==> config.mk <==
export PLATFORM = sky130hd
export DESIGN_NAME = register_file_flat
export DESIGN_NICKNAME = d
export VERILOG_FILES = /design/src/rtl/register_file_if.sv /design/src/rtl/register_file.sv /design/src/flat_wrapper.sv
export SDC_FILE = /design/constraint.sdc
export NUM_CORES = 2
export LEC_CHECK = 0
export BUFFER_PORTS_ARGS = -buffer_cell sky130_fd_sc_hd__buf_2
export CAP_MARGIN = 10
export CELL_PAD_IN_SITES_DETAIL_PLACEMENT = 2
export CELL_PAD_IN_SITES_GLOBAL_PLACEMENT = 2
export CORE_MARGIN = 5
export CORE_UTILIZATION = 47
export DETAILED_ROUTE_END_ITERATION = 12
export PLACE_DENSITY_LB_ADDON = 0.1
export SYNTH_ARGS = -nofsm -noshare
export SYNTH_HDL_FRONTEND = slang
export SYNTH_SLANG_ARGS = --single-unit
==> constraint.sdc <==
create_clock -name clk -period 40 [get_ports clk]
set_input_delay 4 -clock clk [delete_from_list [all_inputs] [get_ports clk]]
set_output_delay 4 -clock clk [all_outputs]
set_load 0.005 [all_outputs]
==> src/rtl/register_file_if.sv <==
// Register file access bundle: write-back port plus two read ports (A/B).
// Master drives indices and write data; slave returns combinational read data.
interface register_file_if #(
    parameter int DATA_W = 32,
    parameter int ADDR_W = 5
);
    logic              write_back_en;
    logic [ADDR_W-1:0] write_back_reg;
    logic [DATA_W-1:0] write_back;
    logic [ADDR_W-1:0] a_reg;
    logic [ADDR_W-1:0] b_reg;
    logic [DATA_W-1:0] a;
    logic [DATA_W-1:0] b;

    modport master (
        output write_back_en, write_back_reg, write_back, a_reg, b_reg,
        input  a, b
    );

    modport slave (
        input  write_back_en, write_back_reg, write_back, a_reg, b_reg,
        output a, b
    );
endinterface

==> src/rtl/register_file.sv <==
// 32x32 MIPS register file: two zero-latency read ports, one write port on the rising edge.
// No backpressure; reg 0 reads as zero and optional same-cycle write forwarding to reads.
module register_file #(
    parameter int DATA_W = 32,
    parameter int ADDR_W = 5,
    parameter int BYPASS = 1
) (
    input  logic            clk,
    input  logic            rst,
    register_file_if.slave  rf
);
    localparam int DEPTH = 1 << ADDR_W;

    logic [DATA_W-1:0] r_regs [DEPTH];

    logic w_wr_act;
    logic w_a_byp;
    logic w_b_byp;

    // A write only counts when it can actually land: out of reset and not targeting reg 0.
    assign w_wr_act = !rst && rf.write_back_en && (rf.write_back_reg != '0);
    assign w_a_byp  = (BYPASS != 0) && w_wr_act && (rf.write_back_reg == rf.a_reg);
    assign w_b_byp  = (BYPASS != 0) && w_wr_act && (rf.write_back_reg == rf.b_reg);

    always_ff @(posedge clk or posedge rst) begin
        if (rst) begin
            for (int i = 0; i < DEPTH; i++) begin
                r_regs[i] <= '0;
            end
        end else if (w_wr_act) begin
            r_regs[rf.write_back_reg] <= rf.write_back;
        end
    end

    assign rf.a = (rf.a_reg == '0) ? '0 : (w_a_byp ? rf.write_back : r_regs[rf.a_reg]);
    assign rf.b = (rf.b_reg == '0) ? '0 : (w_b_byp ? rf.write_back : r_regs[rf.b_reg]);
endmodule

==> src/flat_wrapper.sv <==
// flat-port wrapper written by rule: the top's interface ports become plain ports
module register_file_flat 
#(
    parameter int DATA_W = 32,
    parameter int ADDR_W = 5,
    parameter int BYPASS = 1
)
  (clk, rst, rf_write_back_en, rf_write_back_reg, rf_write_back, rf_a_reg, rf_b_reg, rf_a, rf_b);
  register_file_if #(.DATA_W(DATA_W), .ADDR_W(ADDR_W)) rf_i ();
  input  logic clk;
  input  logic rst;
  input wire logic [$bits(rf_i.write_back_en)-1:0] rf_write_back_en;
  input wire logic [$bits(rf_i.write_back_reg)-1:0] rf_write_back_reg;
  input wire logic [$bits(rf_i.write_back)-1:0] rf_write_back;
  input wire logic [$bits(rf_i.a_reg)-1:0] rf_a_reg;
  input wire logic [$bits(rf_i.b_reg)-1:0] rf_b_reg;
  output wire logic [$bits(rf_i.a)-1:0] rf_a;
  output wire logic [$bits(rf_i.b)-1:0] rf_b;
  assign rf_i.write_back_en = rf_write_back_en;
  assign rf_i.write_back_reg = rf_write_back_reg;
  assign rf_i.write_back = rf_write_back;
  assign rf_i.a_reg = rf_a_reg;
  assign rf_i.b_reg = rf_b_reg;
  assign rf_a = rf_i.a;
  assign rf_b = rf_i.b;
  register_file #(.DATA_W(DATA_W), .ADDR_W(ADDR_W), .BYPASS(BYPASS)) u_core (.clk(clk), .rst(rst), .rf(rf_i));
endmodule
* Yosys cells after proc, flatten, opt, wreduce, memory -nomap -nowiden
Index checks and enable logic that the tools add are counted.
** Word-level totals
- Register bits :: 1024
- Input port bits :: 50
- Output and inout port bits :: 64
- Word-level logic and storage cells :: 63
** Operators by class
- $lt $le $gt $ge :: 4
- Equal/unequal tests :: 2
- Muxes and demuxes :: 13
- Bitwise logic cells :: 3
- Reduce and logical (&&, ||, !) cells :: 9
** Operators with widths (count)
- 1024-bit bitwise mux :: 1
- 32-bit binary-select mux with 5-bit select :: 2
- 32-bit 2-to-1 mux :: 9
- 32-bit demux with 5-bit select :: 1
- 6-bit greater-or-equal comparator (second input constant) :: 3
- 5-bit NOT with 6-bit output :: 3
- 5-bit == test :: 2
- 5-bit zero test :: 2
- 6-bit by 1-bit < comparator with 1-bit output (second input constant) :: 1
- 1-bit logical AND :: 5
- 5-bit nonzero test :: 1
- 1-bit zero test :: 1

* Logic depth before layout (Yosys ltp)
- Depth after elaboration :: 6
- Mapped depth :: 10
- Gate-level depth less buffers :: 5

* Worst setup path before layout
No wires, ideal clock.
- Path kind :: input-to-output
- Start point :: input port rf_b_reg[0]
- End point :: output port rf_b[18]
- Arrival time :: 5714 ps
- Required time :: 36000 ps
- Slack :: 30286 ps
- Stages on the path :: 7
- Path buffers :: 3
- Cells stage by stage :: buf_6 buf_12 buf_2 mux4_2 or3b_2 o211ai_1 a31oi_1
** On the way
- Cells in the longest elaborated chain, start to end :: 6
- Elaborated cells between the ends (all ways) :: 9
- Those cells by class :: eq/ne: 1; mux: 5; bitwise: 1; reduce/logical: 2
** Ends and longest elaborated chain
- start: declaration :: line flat_wrapper.sv:16 : input wire logic [$bits(rf_i.b_reg)-1:0] rf_b_reg;
- 5-bit NOT with 6-bit output (not written as such) :: line register_file.sv:36 : assign rf.b = (rf.b_reg == '0) ? '0 : (w_b_byp ? rf.write_back : r_regs[rf.b_reg]);
- 32-bit binary-select mux with 5-bit select :: line register_file.sv:36
- 32-bit 2-to-1 mux (not written as such) (2 in series) :: line register_file.sv:36
- 32-bit 2-to-1 mux :: line register_file.sv:36
- 32-bit 2-to-1 mux (*) :: line register_file.sv:36
- end: declaration :: line flat_wrapper.sv:18 : output wire logic [$bits(rf_i.b)-1:0] rf_b;
Every way passes the cells marked *; elsewhere a longest branch is shown, timed or not. The select of a mux whose other input is x is not followed.

* Worst setup path after layout
- Start point :: input port rf_a_reg[0]
- End point :: output port rf_a[30]
** On the way
- Cells in the longest elaborated chain, start to end :: 6
- Elaborated cells between the ends (all ways) :: 9
- Those cells by class :: eq/ne: 1; mux: 5; bitwise: 1; reduce/logical: 2
** Ends and longest elaborated chain
- start: declaration :: line flat_wrapper.sv:15 : input wire logic [$bits(rf_i.a_reg)-1:0] rf_a_reg;
- 5-bit NOT with 6-bit output (not written as such) :: line register_file.sv:35 : assign rf.a = (rf.a_reg == '0) ? '0 : (w_a_byp ? rf.write_back : r_regs[rf.a_reg]);
- 32-bit binary-select mux with 5-bit select :: line register_file.sv:35
- 32-bit 2-to-1 mux (not written as such) (2 in series) :: line register_file.sv:35
- 32-bit 2-to-1 mux :: line register_file.sv:35
- 32-bit 2-to-1 mux (*) :: line register_file.sv:35
- end: declaration :: line flat_wrapper.sv:17 : output wire logic [$bits(rf_i.a)-1:0] rf_a;
Marked as above.

==> flow_metrics.py <==
metrics = {
    "outcome": {
        "status": "finished clean",
    },
    "global_routing": {
        "use_met3_pct": 6.160,
        "grt_pass1_vias": 43180,
        "overflow": 0,
        "grt_util_met1_pct": 46.44,
        "antenna_found_initial": 11,
        "globalRouteTotalUtil_pct": 35.60,
        "grt_pass1_wl_um": 326500,
        "grt_start_max_net_pins": 161,
        "met2_usage_pct": 58.60,
        "grt_busiest_layer": "met2",
    },
    "final_layout": {
        "final_area_um2": 61150,
        "largest_reg_flops": 1024,
        "final_nets": 3909,
        "seqCellArea_um2": 25620,
        "top_regs": "u_core.r_regs: 1024 flops",
        "regMostFlops": "u_core.r_regs",
        "area_delta_synth_final_pct": 9.121,
        "nFillCells": 10696,
        "layout-drive-gt1-share_pct": 47.61,
        "multiInputGateArea_um2": 28300,
    },
    "worst_setup_path": {
        "r2r_setup_slack_ns": 39.16,
        "cp-start-kind": "input pin",
        "cp.arrival_ns": 8.29,
        "crit_required_ns": 36.00,
        "cp_max_fo": 53,
        "critPathKind": "in2out",
        "crit_path_end_kind": "output pin",
    },
    "floorplan": {
        "rows": 126,
        "dieArea_um2": 126200,
        "die_x_um": 355.3,
        "die_h_um": 355.3,
        "initial_utilization_pct": 47.39,
        "ioPinCount": 114,
        "coreArea_um2": 118200,
    },
    "synthesis": {
        "ys_top_cells_by_count": "1064 x mux2_2, 1024 x dfrtp_1, 353 x mux4_2",
        "syn_area_um2": 56030,
        "synth_cell_types": 68,
        "syn_avg_cell_area_um2": 14.11,
        "synth-edff-count": 0,
        "yosysSeqAreaShare_pct": 45.73,
        "ys.flop_type": "dfrtp_1",
        "synth-seq-cells": 1024,
        "yosys_warnings": 0,
        "synth_area_leaders": "dfrtp_1 46%, mux2_2 21%, mux4_2 14%, mux2i_1 6.0%, clkbuf_1 1.4%",
        "yosys.area.top_type": "dfrtp_1",
        "syn_nets": 4022,
        "synth_top_area_share_pct": 45.73,
        "yosysMostFrequentCell": "mux2_2",
        "syn_inst": 3972,
        "synthArstFlopShare_pct": 100.0,
    },
    "job": {
        "maxCapViolCount": 0,
    },
    "clock_network": {
        "root_buffer": "clkbuf_16",
        "clk_pin_slew_ns": 0.06,
        "hold_buffers": 0,
        "cts_setup_buffers": 0,
        "clk_latency_ns": 0.71,
        "cts_tree": "done",
        "clockBufferDepth": 3,
        "cts_made_buffers": 119,
        "cts.repair.resized": 0,
        "htree_levels": 3,
        "clock_sinks": 1024,
    },
    "sta": {
        "finalClockSkew_ns": 0,
        "setup_viol": 0,
        "grt_setup_unrepaired": "no",
        "clock.fmax_ghz": 0.08139,
        "hold_violations": 0,
        "period_share_pct": 30.71,
        "tightest_slew_ns": 1.240,
        "fin_crit_ns": 12.29,
        "fin_hold_ws_ns": 0.3999,
        "slew_headroom_pct": 17.15,
        "tns_ns": 0,
        "maxSlewViolCount": 0,
    },
    "drt": {
        "ant_nets": 0,
        "drt-total-wl_um": 226700,
        "routed_via_density": 7.081,
        "drc": 0,
        "drtPass1Iterations": 5,
        "post_drt_wl_per_cell_um": 41.26,
        "first_iter_violations": 3635,
        "vias": 38905,
    },
    "placed_design": {
        "dp_hpwl_um": 127100,
        "globalplace.congestion": 0.8075,
        "portBuffers": 113,
        "dpl_cell_area_um2": 57320,
    },
    "hold_path": {
        "hold_class": "reg2reg",
    },
    "power": {
        "peakVddDrop_mv": 0.03874,
        "p_leak_nw": 27.61,
        "power_density_nw_per_um2": 46.91,
    },
}
==> worst max-delay path: stages <==
cell and delay [ns]:
buf_8 0.40, buf_4 0.55, buf_4 0.91, buf_4 0.74, mux4_2 0.61, mux2i_1 0.18
nor2_1 0.08, a311oi_1 0.33, a21oi_1 0.14, buf_2 0.20
==> per-layer routing <==
metal	wire length (um)	vias up	part of all wire, %
met5	12	-	0.0053
met3	15250	556	6.7
met1	90500	21627	40
met2	108800	1660	48
met4	12070	2	5.3
li1	-	15060	-
==> cell usage in the layout (no fill, tap or decap), types with 8 or more instances in the layout <==
master     Yosys  layout
mux2_2      1064    1064
dfrtp_1     1024    1024
mux4_2       353     353
mux2i_1      336     336
clkbuf_16      0     120
buf_2        130     105
buf_4         26     103
nor2_1        96      80
a221oi_1      80      80
o22ai_1       68      68
nand2_1       60      51
o21ai_0       49      49
a21oi_1       42      42
clkbuf_1     215      38
a211oi_1      34      34
a31oi_1       26      26
clkinv_2       0      25
nand2b_1      24      24
a2111oi_0     22      22
clkbuf_8       0      21
o21a_1        18      18
a22oi_1       18      18
nor3_1        21      17
nor2_4         0      15
o221ai_1      13      13
nor2b_1       16      12
a221o_1       12      12
o211ai_1      10      10
nand2_2        0       9
or3b_2         9       9
xnor2_1        8       8
a22o_1         8       8
==> cell families after synthesis <==
family	after synthesis	share of synthesized area (%)
and+or+nand+nor	281	2.476
AOI/OAI and AO/OA	442	5.770
buffers and inverters	459	4.209
DFF	1024	45.73
muxes	1756	41.66
xor gates and xnor gates	10	0.1563
==> worst paths after layout <==
check                                     from                   to  depth (start not counted)
max                                rf_a_reg[0]             rf_a[30]                         10
min in group asynchronous                  rst   u_core.r_regs[312]                          2
min                        u_core.r_regs[1006]  u_core.r_regs[1006]                          0
max reg2reg                 u_core.r_regs[142]   u_core.r_regs[142]                          1
min reg2reg                u_core.r_regs[1006]  u_core.r_regs[1006]                          0
max in group asynchronous                  rst   u_core.r_regs[165]                          5
==> power breakdown <==
group	internal (W)	switching [W]	total, W
Clock	0.000624	0.000463	0.00109
Sequential	0.00117	0.000115	0.00128
Combinational	0.000257	0.000240	0.000497
==> area by class of cell <==
cell class	instances	area share, %
inverters	7	0.05525
flip-flops and latches	1024	41.91
clock inverters	37	0.5955
multi-input cells	2489	46.29
well taps	1536	3.143
clock buffers	178	5.594
diodes	5	0.02046
repair buffers	218	2.394
==> through the flow <==
step | setup WS (ns) | util, % | std cells | power [W]
2_1_floorplan | 7.184 | - | 3972 | 0.001618
3_5_place_dp | 27.74 | 48.48 | 5273 | 0.001785
3_3_place_gp | 27.76 | 48.48 | 5273 | 0.001736
6_report | 27.71 | 51.71 | 5494 | 0.002869
5_1_grt | 27.53 | 51.71 | 5490 | 0.002969
4_1_cts | 27.64 | 51.68 | 5488 | 0.002875
Power figures use the tool's default switching activity.
